[config.mk]
export PLATFORM = sky130hd
export DESIGN_NAME = mux_arb_n
export DESIGN_NICKNAME = d
export VERILOG_FILES = /design/src/rtl/mux_arb_n.sv
export SDC_FILE = /design/constraint.sdc
export NUM_CORES = 1
export LEC_CHECK = 0
export ABC_AREA = 1
export CAP_MARGIN = 20
export CORE_UTILIZATION = 38
export DETAILED_ROUTE_END_ITERATION = 8
export PLACE_DENSITY = 0.83
export REMOVE_ABC_BUFFERS = 1
export SLEW_MARGIN = 20
export SYNTH_ARGS = -nofsm -noshare
export SYNTH_HDL_FRONTEND = slang
export SYNTH_SLANG_ARGS = --single-unit
[constraint.sdc]
create_clock -name clk -period 3.4 [get_ports clk]
set_clock_uncertainty 0.1 [all_clocks]
set_input_delay 0.51 -clock clk [delete_from_list [all_inputs] [get_ports clk]]
set_output_delay 0.51 -clock clk [all_outputs]
set_load 0.01 [all_outputs]
[src/rtl/mux_arb_n.sv]
// N-channel valid/ready multiplexer with round-robin or fixed-priority arbitration and a registered output stage.
// Optional burst locking is enabled by defining MUX_ARB_LOCK_EN (adds the in_last port).
module mux_arb_n #(
  parameter  int WIDTH = 32,
  parameter  int NCH   = 8,
  parameter  int RR    = 1,
  localparam int CHW   = $clog2(NCH)
) (
  input  logic                 clk,
  input  logic                 rst_n,
  input  logic [NCH*WIDTH-1:0] in_data,
  input  logic [NCH-1:0]       in_valid,
  output logic [NCH-1:0]       in_ready,
`ifdef MUX_ARB_LOCK_EN
  input  logic [NCH-1:0]       in_last,
`endif
  output logic [WIDTH-1:0]     out,
  output logic [CHW-1:0]       out_ch,
  output logic                 out_valid,
  input  logic                 out_ready
);

  logic             load_s;
  logic             gnt_valid_s;
  logic [CHW-1:0]   gnt_idx_s;
  logic [CHW-1:0]   base_s;
  logic [CHW-1:0]   next_s;
  logic [CHW:0]     cand_s;
  logic [NCH-1:0]   elig_s;
  logic [WIDTH-1:0] gnt_data_s;
  logic [CHW-1:0]   ptr_r;
`ifdef MUX_ARB_LOCK_EN
  logic             lock_r;
  logic [CHW-1:0]   lock_ch_r;
`endif

  assign load_s = !out_valid || out_ready;

  // Channels allowed to compete this cycle (restricted to the locked channel mid-burst).
  always_comb begin
`ifdef MUX_ARB_LOCK_EN
    if (lock_r) begin
      elig_s = in_valid & ({{(NCH-1){1'b0}}, 1'b1} << lock_ch_r);
    end else begin
      elig_s = in_valid;
    end
`else
    elig_s = in_valid;
`endif
  end

  // Priority search starting at the pointer (or channel 0 for fixed priority), ascending with wrap.
  always_comb begin
    gnt_valid_s = 1'b0;
    gnt_idx_s   = '0;
    cand_s      = '0;
    if (RR != 0) begin
      base_s = ptr_r;
    end else begin
      base_s = '0;
    end
    for (int i = 0; i < NCH; i++) begin
      cand_s = {1'b0, base_s} + (CHW+1)'(i);
      if (cand_s >= (CHW+1)'(NCH)) begin
        cand_s = cand_s - (CHW+1)'(NCH);
      end else begin
        cand_s = cand_s;
      end
      if (!gnt_valid_s && elig_s[cand_s[CHW-1:0]]) begin
        gnt_valid_s = 1'b1;
        gnt_idx_s   = cand_s[CHW-1:0];
      end else begin
        gnt_valid_s = gnt_valid_s;
      end
    end
  end

  // Granted word select and next pointer value.
  always_comb begin
    gnt_data_s = '0;
    for (int k = 0; k < NCH; k++) begin
      if (gnt_idx_s == CHW'(k)) begin
        gnt_data_s = in_data[k*WIDTH +: WIDTH];
      end else begin
        gnt_data_s = gnt_data_s;
      end
    end
    if (gnt_idx_s == CHW'(NCH-1)) begin
      next_s = '0;
    end else begin
      next_s = gnt_idx_s + CHW'(1);
    end
  end

  // One-hot accept, forced low while in reset or while the output is stalled.
  always_comb begin
    in_ready = '0;
    if (rst_n && load_s && gnt_valid_s) begin
      in_ready[gnt_idx_s] = 1'b1;
    end else begin
      in_ready = '0;
    end
  end

  // Output register, priority pointer and burst lock state.
  always_ff @(posedge clk or negedge rst_n) begin
    if (!rst_n) begin
      out       <= '0;
      out_ch    <= '0;
      out_valid <= 1'b0;
      ptr_r     <= '0;
`ifdef MUX_ARB_LOCK_EN
      lock_r    <= 1'b0;
      lock_ch_r <= '0;
`endif
    end else if (load_s) begin
      if (gnt_valid_s) begin
        out       <= gnt_data_s;
        out_ch    <= gnt_idx_s;
        out_valid <= 1'b1;
`ifdef MUX_ARB_LOCK_EN
        if (in_last[gnt_idx_s]) begin
          lock_r <= 1'b0;
          if (RR != 0) begin
            ptr_r <= next_s;
          end
        end else begin
          lock_r    <= 1'b1;
          lock_ch_r <= gnt_idx_s;
        end
`else
        if (RR != 0) begin
          ptr_r <= next_s;
        end
`endif
      end else begin
        out_valid <= 1'b0;
      end
    end
  end

endmodule

* Word level (Yosys, flattened, before mapping) *
Cells that the tools add are included.

cells by class
  add/subtract/negate cells = 16
  $lt $le $gt $ge = 18
  equal/unequal tests = 7
  muxes and demuxes = 53
  reduce and logical (&&, ||, !) cells = 21

operators with widths
  operator                                                                             number
  32-bit 2-to-1 mux                                                                    8
  3-bit 2-to-1 mux                                                                     17
  3-bit by 4-bit less-than comparator with 1-bit output, second input constant         9
  4-bit greater-or-equal comparator, second input constant                             7
  1-bit binary-select mux with 3-bit select                                            8
  3-bit by 1-bit subtractor with 3-bit output, second input constant                   8
  1-bit 2-to-1 mux                                                                     18
  3-bit by 3-bit adder with 4-bit output, second input constant                        4
  3-bit == test, second input constant                                                 4
  1-bit logical AND                                                                    10
  3-bit by 2-bit adder with 4-bit output, second input constant                        2
  1-bit logical NOT                                                                    8
  8-bit 2-to-1 mux                                                                     1
  3-bit by 2-bit == test with 1-bit output, second input constant                      2
  3-bit by 1-bit adder with 4-bit output, second input constant                        1
  3-bit by 4-bit greater-or-equal comparator with 1-bit output, second input constant  1
  3-bit by 1-bit adder with 3-bit output, second input constant                        1
  1-bit demux with 3-bit select                                                        1
  3-bit by 1-bit == test with 1-bit output, second input constant                      1
  3-bit by 1-bit greater-or-equal comparator with 1-bit output, second input constant  1
  3-bit logical NOT                                                                    1
  2-bit AND reduction                                                                  1
  1-bit logical OR                                                                     1

word-level totals
  bits in registers = 39
  input port bits = 267
  output and inout port bits = 44

* Logic depth before layout (Yosys ltp) *
Gate-level depths: netlist (run 1).

  depth in word-level cells = 35
  depth in mapped cells = 33

* Worst setup path before layout (run 1) *
No wires, ideal clock.

  path kind = flip-flop to flip-flop
  start point = register ptr_r[0] (netlist: base_s[0])
  end point = register out[0]
  library setup time = 0.066 ns
  data arrival time = 3.527 ns
  path slack = -0.293 ns
  cell stages (with the launch flop) = 32
  cell sequence = dfrtp_1 -> buf_6 -> inv_4 -> buf_6 -> ha_1 -> inv_2 -> nand3_1 -> nand2_1 -> inv_1 -> o21ai_2 -> nand4_4 -> nor2_4 -> nand2_2 -> nand2_1 -> nand2_2 -> nand2_4 -> inv_2 -> buf_4 -> ha_1 -> clkbuf_1 -> inv_1 -> clkbuf_1 -> o21ai_1 -> inv_1 -> nand2_1 -> nand2_1 -> nand2_1 -> nand2_1 -> nand2_1 -> nand2_1 -> nand2_1 -> nand2_1

on the way
  cells in the longest elaborated chain, start to end = 35

ends and longest elaborated chain
  element                                                                                          line  source
  start, declared                                                                                  31    logic [CHW-1:0] ptr_r;
  start signal, assigned                                                                           133   ptr_r <= next_s;
  parallel branches: the longest is 35 deep, another holds 3-bit by 1-bit adder with 4-bit output  n/a
  end signal, assigned                                                                             118   out <= gnt_data_s;
  end, declared                                                                                    17    output logic [WIDTH-1:0] out,

Several ways; the timed one is not identified. The select of a mux whose other input is x is not followed.
A chain may end at the register's enable or synchronous reset.

* Worst setup path after layout (run 1) *
  start point = register ptr_r[0] (netlist: base_s[0])
  end point = output in_ready[0]

on the way
  cells in the longest elaborated chain, start to end = 31

ends and longest elaborated chain
  element                                                                                          line  source
  parallel branches: the longest is 30 deep, another holds 3-bit by 1-bit adder with 4-bit output  n/a
  8-bit 2-to-1 mux (*)                                                                             98    if (rst_n && load_s && gnt_valid_s) begin
  end, declared                                                                                    13    output logic [NCH-1:0] in_ready,

Mark *: on every way between the ends. The select of a mux whose other input is x is not followed.

==> flow_metrics.env, run 1 <==
export IMPL_status="finished, violations left"
export IMPL_violations="negative setup slack"
export IMPL_drt_vias_per_instance=4.87
export IMPL_post_route_period_util_pct=101
export IMPL_drc=0
export IMPL_critPathArrivalTime_ns=2.84
export IMPL_synth_area_mm2=0.00613
export IMPL_portBuffers=310
export IMPL_path_clk_slew_ns=0.06
export IMPL_hold_viol=0
export IMPL_clock_tree_root_cell="clkbuf_16"
export IMPL_avgSynthCellArea_um2=5.03
export IMPL_gp_congestion=0.943
export IMPL_netlist_instances=1218
export IMPL_crit_start="base_s[0]"
export IMPL_fp_dieH_um=129
export IMPL_fin_crit_ns=3.45
export IMPL_htreeDepth=2
export IMPL_core_area_mm2=0.0158
export IMPL_grt_overflow_total=0
export IMPL_layout_area_overhead_vs_synth_pct=69.1
export IMPL_grt_max_degree=66
export IMPL_synthDominantCellAreaShare_pct=32.5
export IMPL_final_max_slew_viol_count=0
export IMPL_relSlewSlack_pct=57.6
export IMPL_nFillCells=1435
export IMPL_drt_pass1_iter_count=6
export IMPL_yosysWarningCount=0
export IMPL_numCtsBuffers=5
export IMPL_tns_ns=-0.0931
export IMPL_synth_seq_cells=39
export IMPL_drv_cap=0
export IMPL_regArea_um2=977
export IMPL_critical_path_required_ns=2.79
export IMPL_tightest_slew_ns=0.636
export IMPL_final_nets=1816
export IMPL_vias=8599
export IMPL_critical_path_peak_fanout=8
export IMPL_place_ws_ns=-0.366
export IMPL_clkLatencyLatePin_ns=0.28
export IMPL_ant_nets=0
export IMPL_setup_viol=3
export IMPL_yosys_cell_types_count=30
export IMPL_grt_pass1_wl_um=39200
export IMPL_synth_top_cells_by_area="nand2_1 (33%), dfrtp_1 (16%), inv_1 (12%)"
export IMPL_holdCritPathClass="in2async"
export IMPL_setup_worst_path_end_class="output pin"
export IMPL_grt_antenna_before_repair=2
export IMPL_grt_setup_unrepaired="true"
export IMPL_grtUsageTotal_pct=30.6
export IMPL_hpwlAfterDp_um=19900
export IMPL_initial_core_util_pct=38.7
export IMPL_cts_tree="built"
export IMPL_wl_per_cell_um=15.4
export IMPL_drt_iter0_markers=473
export IMPL_final_setup_worst_slack_ns=-0.0463
export IMPL_multi_input_comb_area_mm2=0.00420
export IMPL_yosysSeqAreaShare_pct=15.9
export IMPL_yosysTopAreaCell="nand2_1"
export IMPL_fp_row_count=46
export IMPL_drive_gt1_share_pct=13.2
export IMPL_r2r_start="base_s[0]"
export IMPL_clock_path_buffers=2
export IMPL_pin_count=311
export IMPL_cts_sinks=39
export IMPL_grt_pass1_vias=7645
export IMPL_die_area_mm2=0.0166
export IMPL_crit_type="reg2out"
export IMPL_fmax_ghz=0.290
export IMPL_die_w_um=129
export IMPL_startpoint_type="register"
export IMPL_drt_wl_total_um=27100
-- cell usage after synthesis --
master    count
clkbuf_1     29
buf_4         8
nand3_2      11
nand2_4       2
xor2_1        1
buf_1         1
o21ai_2       1
inv_2        13
o21ai_1      40
nand3_4       1
nand2_1     531
a21oi_1       3
a31oi_4       1
xnor2_2       2
nand4_4       1
dfrtp_1      39
inv_1       201
ha_1          5
nor2_2        1
nor2_4        3
buf_2        23
nor2_1      114
nor4_1        2
nand4_1      37
nand2_2      10
or2_1         1
buf_6        13
inv_4         1
o21ai_0      32
nand3_1      91
-- cell type report --
class                   instances  share of cell area, %
diodes                          3                 0.0724
clock buffers                   6                   1.34
well taps                     216                   2.61
multi-input cells             890                   40.5
clock inverters                 2                  0.338
repair buffers                393                   37.7
flip-flops and latches         39                   9.43
inverters                     215                   7.98
-- placed cells by master (no fill, tap or decap), types with 2 or more instances in the layout --
cell,count
nand2_2,27
buf_6,9
inv_4,4
buf_12,10
inv_6,2
buf_2,8
inv_2,9
nor2_1,109
xnor2_4,2
nand2_4,2
nand4_1,37
nand3_2,17
o21ai_2,20
nor4_1,2
buf_4,60
clkdlybuf4s50_1,301
diode_2,3
nand3_1,83
a21oi_1,3
ha_4,5
nor2_4,5
nand3_4,3
dfrtp_1,38
nor2_2,4
inv_1,200
clkbuf_16,9
o21ai_1,20
o21ai_0,32
nand2_1,514
-- repair_timing --
action,4_1_cts,5_1_grt
hold buffers,0,0
pin swaps,11,19
gates cloned,0,4
resized for setup,48,69
endpoints found under the setup margin,40,41
buffers inserted,5,7
-- worst max-delay path, stage by stage, from the launching register on --
cell	delay (ns)
dfrtp_1	0.41
inv_4	0.06
ha_4	0.31
buf_4	0.14
nand3_4	0.08
nand3_2	0.10
nand2_2	0.08
nor2_4	0.13
nand4_4	0.11
nor2_4	0.20
buf_4	0.15
nand3_2	0.06
nand2_2	0.10
nand2_4	0.10
nor4_1	0.31
clkbuf_2	0.21
-- state kept, by name, summed over array words and instances, names as in the netlist --
register / count
base_s: 3
out: 32
out_ch: 3
out_valid: 1
-- per-layer routing --
metal  share of wire [%]  global-route usage [%]  vias up
li1                    -                       -     4298
met1                  38                    35.5     3762
met2                  49                    53.7      437
met3                 7.9                    5.82      102
met4                 5.2                    15.7        0
met5                   0                       0        -
-- cell families (layout without fill, tap and decap cells) --
kind of cell	Yosys count	after routing	share of synthesized area [%]
AOI/OAI and AO/OA	77	77	6.61
other	0	3	0
buffers and inverters	289	616	20.3
xor gates and xnor gates	3	3	0.674
DFF	39	39	15.9
and+or+nand+nor	805	805	55.5
adders and majority gates	5	5	1.02
-- final timing paths --
check	endpoint	slack, ns	depth (start not counted)
worst min register to register	out[10]	0.38	2
worst max register to register	out[27]	0.01	26
max in group asynchronous	base_s[2]	2.40	2
min in group clk	out[10]	0.38	2
worst min-delay path	out[17]	0.04	1
worst max-delay path	in_ready[0]	-0.05	15
-- stage by stage --
stage	cells	hold slack [ns]	utilization, %	area, um^2
3_5_place_dp	1738	0.341	61.3	9700
2_1_floorplan	1144	0.114	-	5700
5_1_grt	1762	0.0484	65.4	10400
3_3_place_gp	1738	0.339	61.3	9700
6_report	1764	0.0432	65.5	10400
4_1_cts	1750	0.0458	63.2	10000
Power of run 1 is not shown: default switching activity piles up to over one toggle a cycle in this logic, so the estimate is an artifact.
==> inputs of run 2 (changes only) <==
--- a/config.mk
+++ b/config.mk
@@ -7,6 +7,7 @@
 export LEC_CHECK = 0
 export ABC_AREA = 1
 export CAP_MARGIN = 20
+export CORE_ASPECT_RATIO = 1.75
 export CORE_UTILIZATION = 38
 export DETAILED_ROUTE_END_ITERATION = 8
 export PLACE_DENSITY = 0.83
==> run 2 against run 1 <==
Compared with the run above:
- the flow finishes with violations (design-rule violations, negative setup slack)
- non-clock buffer count is 40 higher
- global-route usage is 3.0 points higher
- worst hold slack better by 0.0024 ns
- core utilization increased by 5.3 points
- sequential share of layout area fell by 0.71 points
- first-iteration DRC count is 27% higher
- setup slack got worse by 0.070 ns
- die area increased by 0.12%
- critical endpoint unchanged
==> flow_metrics.env, run 2 (synthesis results as in run 1) <==
export IMPL_grt_util_met3_pct=4.48
export IMPL_final_max_slew_viol_count=0
export IMPL_layout_commonest_cell="nand2_1"
export IMPL_drt_pass1_iter_count=8
export IMPL_drt_vias_per_instance=5.13
export IMPL_grtUsageTotal_pct=33.6
export IMPL_met2_usage_pct=63.2
export IMPL_wl_per_cell_um=17.4
export IMPL_grt_overflow_total=0
export IMPL_final_setup_worst_slack_ns=-0.116
export IMPL_critical_path_required_ns=2.79
export IMPL_multi_input_comb_area_mm2=0.00441
export IMPL_relSlewSlack_pct=67.6
export IMPL_post_route_period_util_pct=103
export IMPL_drive_gt1_share_pct=16.9
export IMPL_final_cell_mix="nand2_1 (513), clkdlybuf4s50_1 (297), inv_1 (197)"
export IMPL_htreeDepth=2
export IMPL_critical_path_peak_fanout=7
export IMPL_cts_sinks=39
export IMPL_clock_path_buffers=2
export IMPL_vias=9109
export IMPL_clkLatencyLatePin_ns=0.29
export IMPL_tns_ns=-0.527
export IMPL_hpwlAfterDp_um=20800
export IMPL_critPathArrivalTime_ns=2.91
export IMPL_cts_tree="built"
export IMPL_drt_iter0_markers=599
export IMPL_setup_viol=16
export IMPL_layout_area_overhead_vs_synth_pct=82.5
export IMPL_largest_reg_flops=32
export IMPL_drt_wl_total_um=30800
export IMPL_drv_cap=0
export IMPL_crit_type="reg2out"
export IMPL_holdCritPathClass="in2async"
export IMPL_diodes=0
export IMPL_pin_count=311
export IMPL_grt_antenna_before_repair=0
export IMPL_core_area_mm2=0.0158
export IMPL_fp_dieH_um=170
export IMPL_fin_util_pct=70.8
export IMPL_gp_congestion=0.980
export IMPL_die_area_mm2=0.0167
export IMPL_regArea_um2=976
export IMPL_path_cells="inv_4, ha_4, buf_6, nand3_1, nand2_2, nand2_2, o21ai_4, nand4_4, nor2_4, buf_4, nand3_2, nand2_4, nand2_8, buf_4, nor4_4, buf_2"
export IMPL_grt_max_degree=62
export IMPL_violations="design-rule violations, negative setup slack"
export IMPL_tightest_slew_ns=0.485
export IMPL_crit_start="base_s[0]"
export IMPL_startpoint_type="register"
export IMPL_setup_worst_path_end_class="output pin"
export IMPL_die_w_um=98.0
export IMPL_grt_pass1_wl_um=43100
export IMPL_reg2reg_depth=28
export IMPL_ff2ff_setup_slack_ns=-0.08
export IMPL_ant_nets=0
export IMPL_numCtsBuffers=5
export IMPL_fmax_ghz=0.284
export IMPL_use_met1_pct=34.1
export IMPL_top_register="out"
export IMPL_postCtsHoldBufs=0
export IMPL_clock_tree_root_cell="clkbuf_16"
export IMPL_status="finished, violations left"
export IMPL_hold_viol=0
export IMPL_slowest_stage="dfrtp_1"
export IMPL_grt_pass1_vias=8388
export IMPL_portBuffers=310
export IMPL_grt_setup_unrepaired="true"
export IMPL_r2r_start="base_s[0]"
export IMPL_fin_crit_ns=3.52
export IMPL_initial_core_util_pct=38.8
export IMPL_final_nets=1856
export IMPL_drc=13
export IMPL_path_clk_slew_ns=0.07
export IMPL_busiest_layer="met2"
export IMPL_cpPeakStageDelay_ns=0.41
export IMPL_fp_row_count=61
export IMPL_nFillCells=1340
-- run 2: cell count changes in the layout (fill, tap and decap cells not counted), moves of 8 or more --
cell and change:
o21ai_1 -9, buf_12 +10, o21ai_2 +8, buf_6 +9, buf_4 +12
-- run 2: area by class of cell --
class / instances / area share [%]
multi-input combinational: 890 / 39.4
clock buffer: 6 / 1.24
tap: 189 / 2.11
inverter: 215 / 7.41
sequential: 39 / 8.72
timing repair buffer: 433 / 40.8
clock inverter: 2 / 0.313
-- run 2: critical path, delay by kind of cell (launching register included) --
kind                       cells  cell delay [ns]
buffers and inverters          5             0.70
AOI/OAI and AO/OA              1             0.09
DFF                            1             0.41
and+or+nand+nor                9             1.06
adders and majority gates      1             0.33
-- run 2: repair_timing --
action	in CTS	in global routing
cloned	4	11
gates resized for setup	99	91
buffers inserted	15	24
hold endpoints to repair	0	0
setup endpoints to repair	40	40
pin swaps	19	42
-- run 2: worst paths after layout --
check                                    to
worst max-delay path            in_ready[0]
worst min-delay path              base_s[1]
worst max register to register      out[29]
worst min register to register      out[26]
max in group asynchronous           out[23]
min in group clk                    out[26]
-- run 2: layer usage --
layer / wire (um) / part of all wire (%)
met2: 16100 / 52
met5: 0 / 0
met4: 2240 / 7.3
met3: 2300 / 7.5
met1: 10200 / 33
-- run 2: metrics by stage --
stage	cell area (um^2)	hold WS, ns	setup slack (ns)	cells
after floorplan	5700	0.114	-1.64	1144
after global placement	9710	0.335	-0.550	1712
after detailed placement	9710	0.339	-0.522	1712
after CTS	10400	0.0293	-0.0445	1739
after global routing	11200	0.0556	-0.269	1774
final	11200	0.0456	-0.116	1774
Power of run 2 is left out for the same reason.
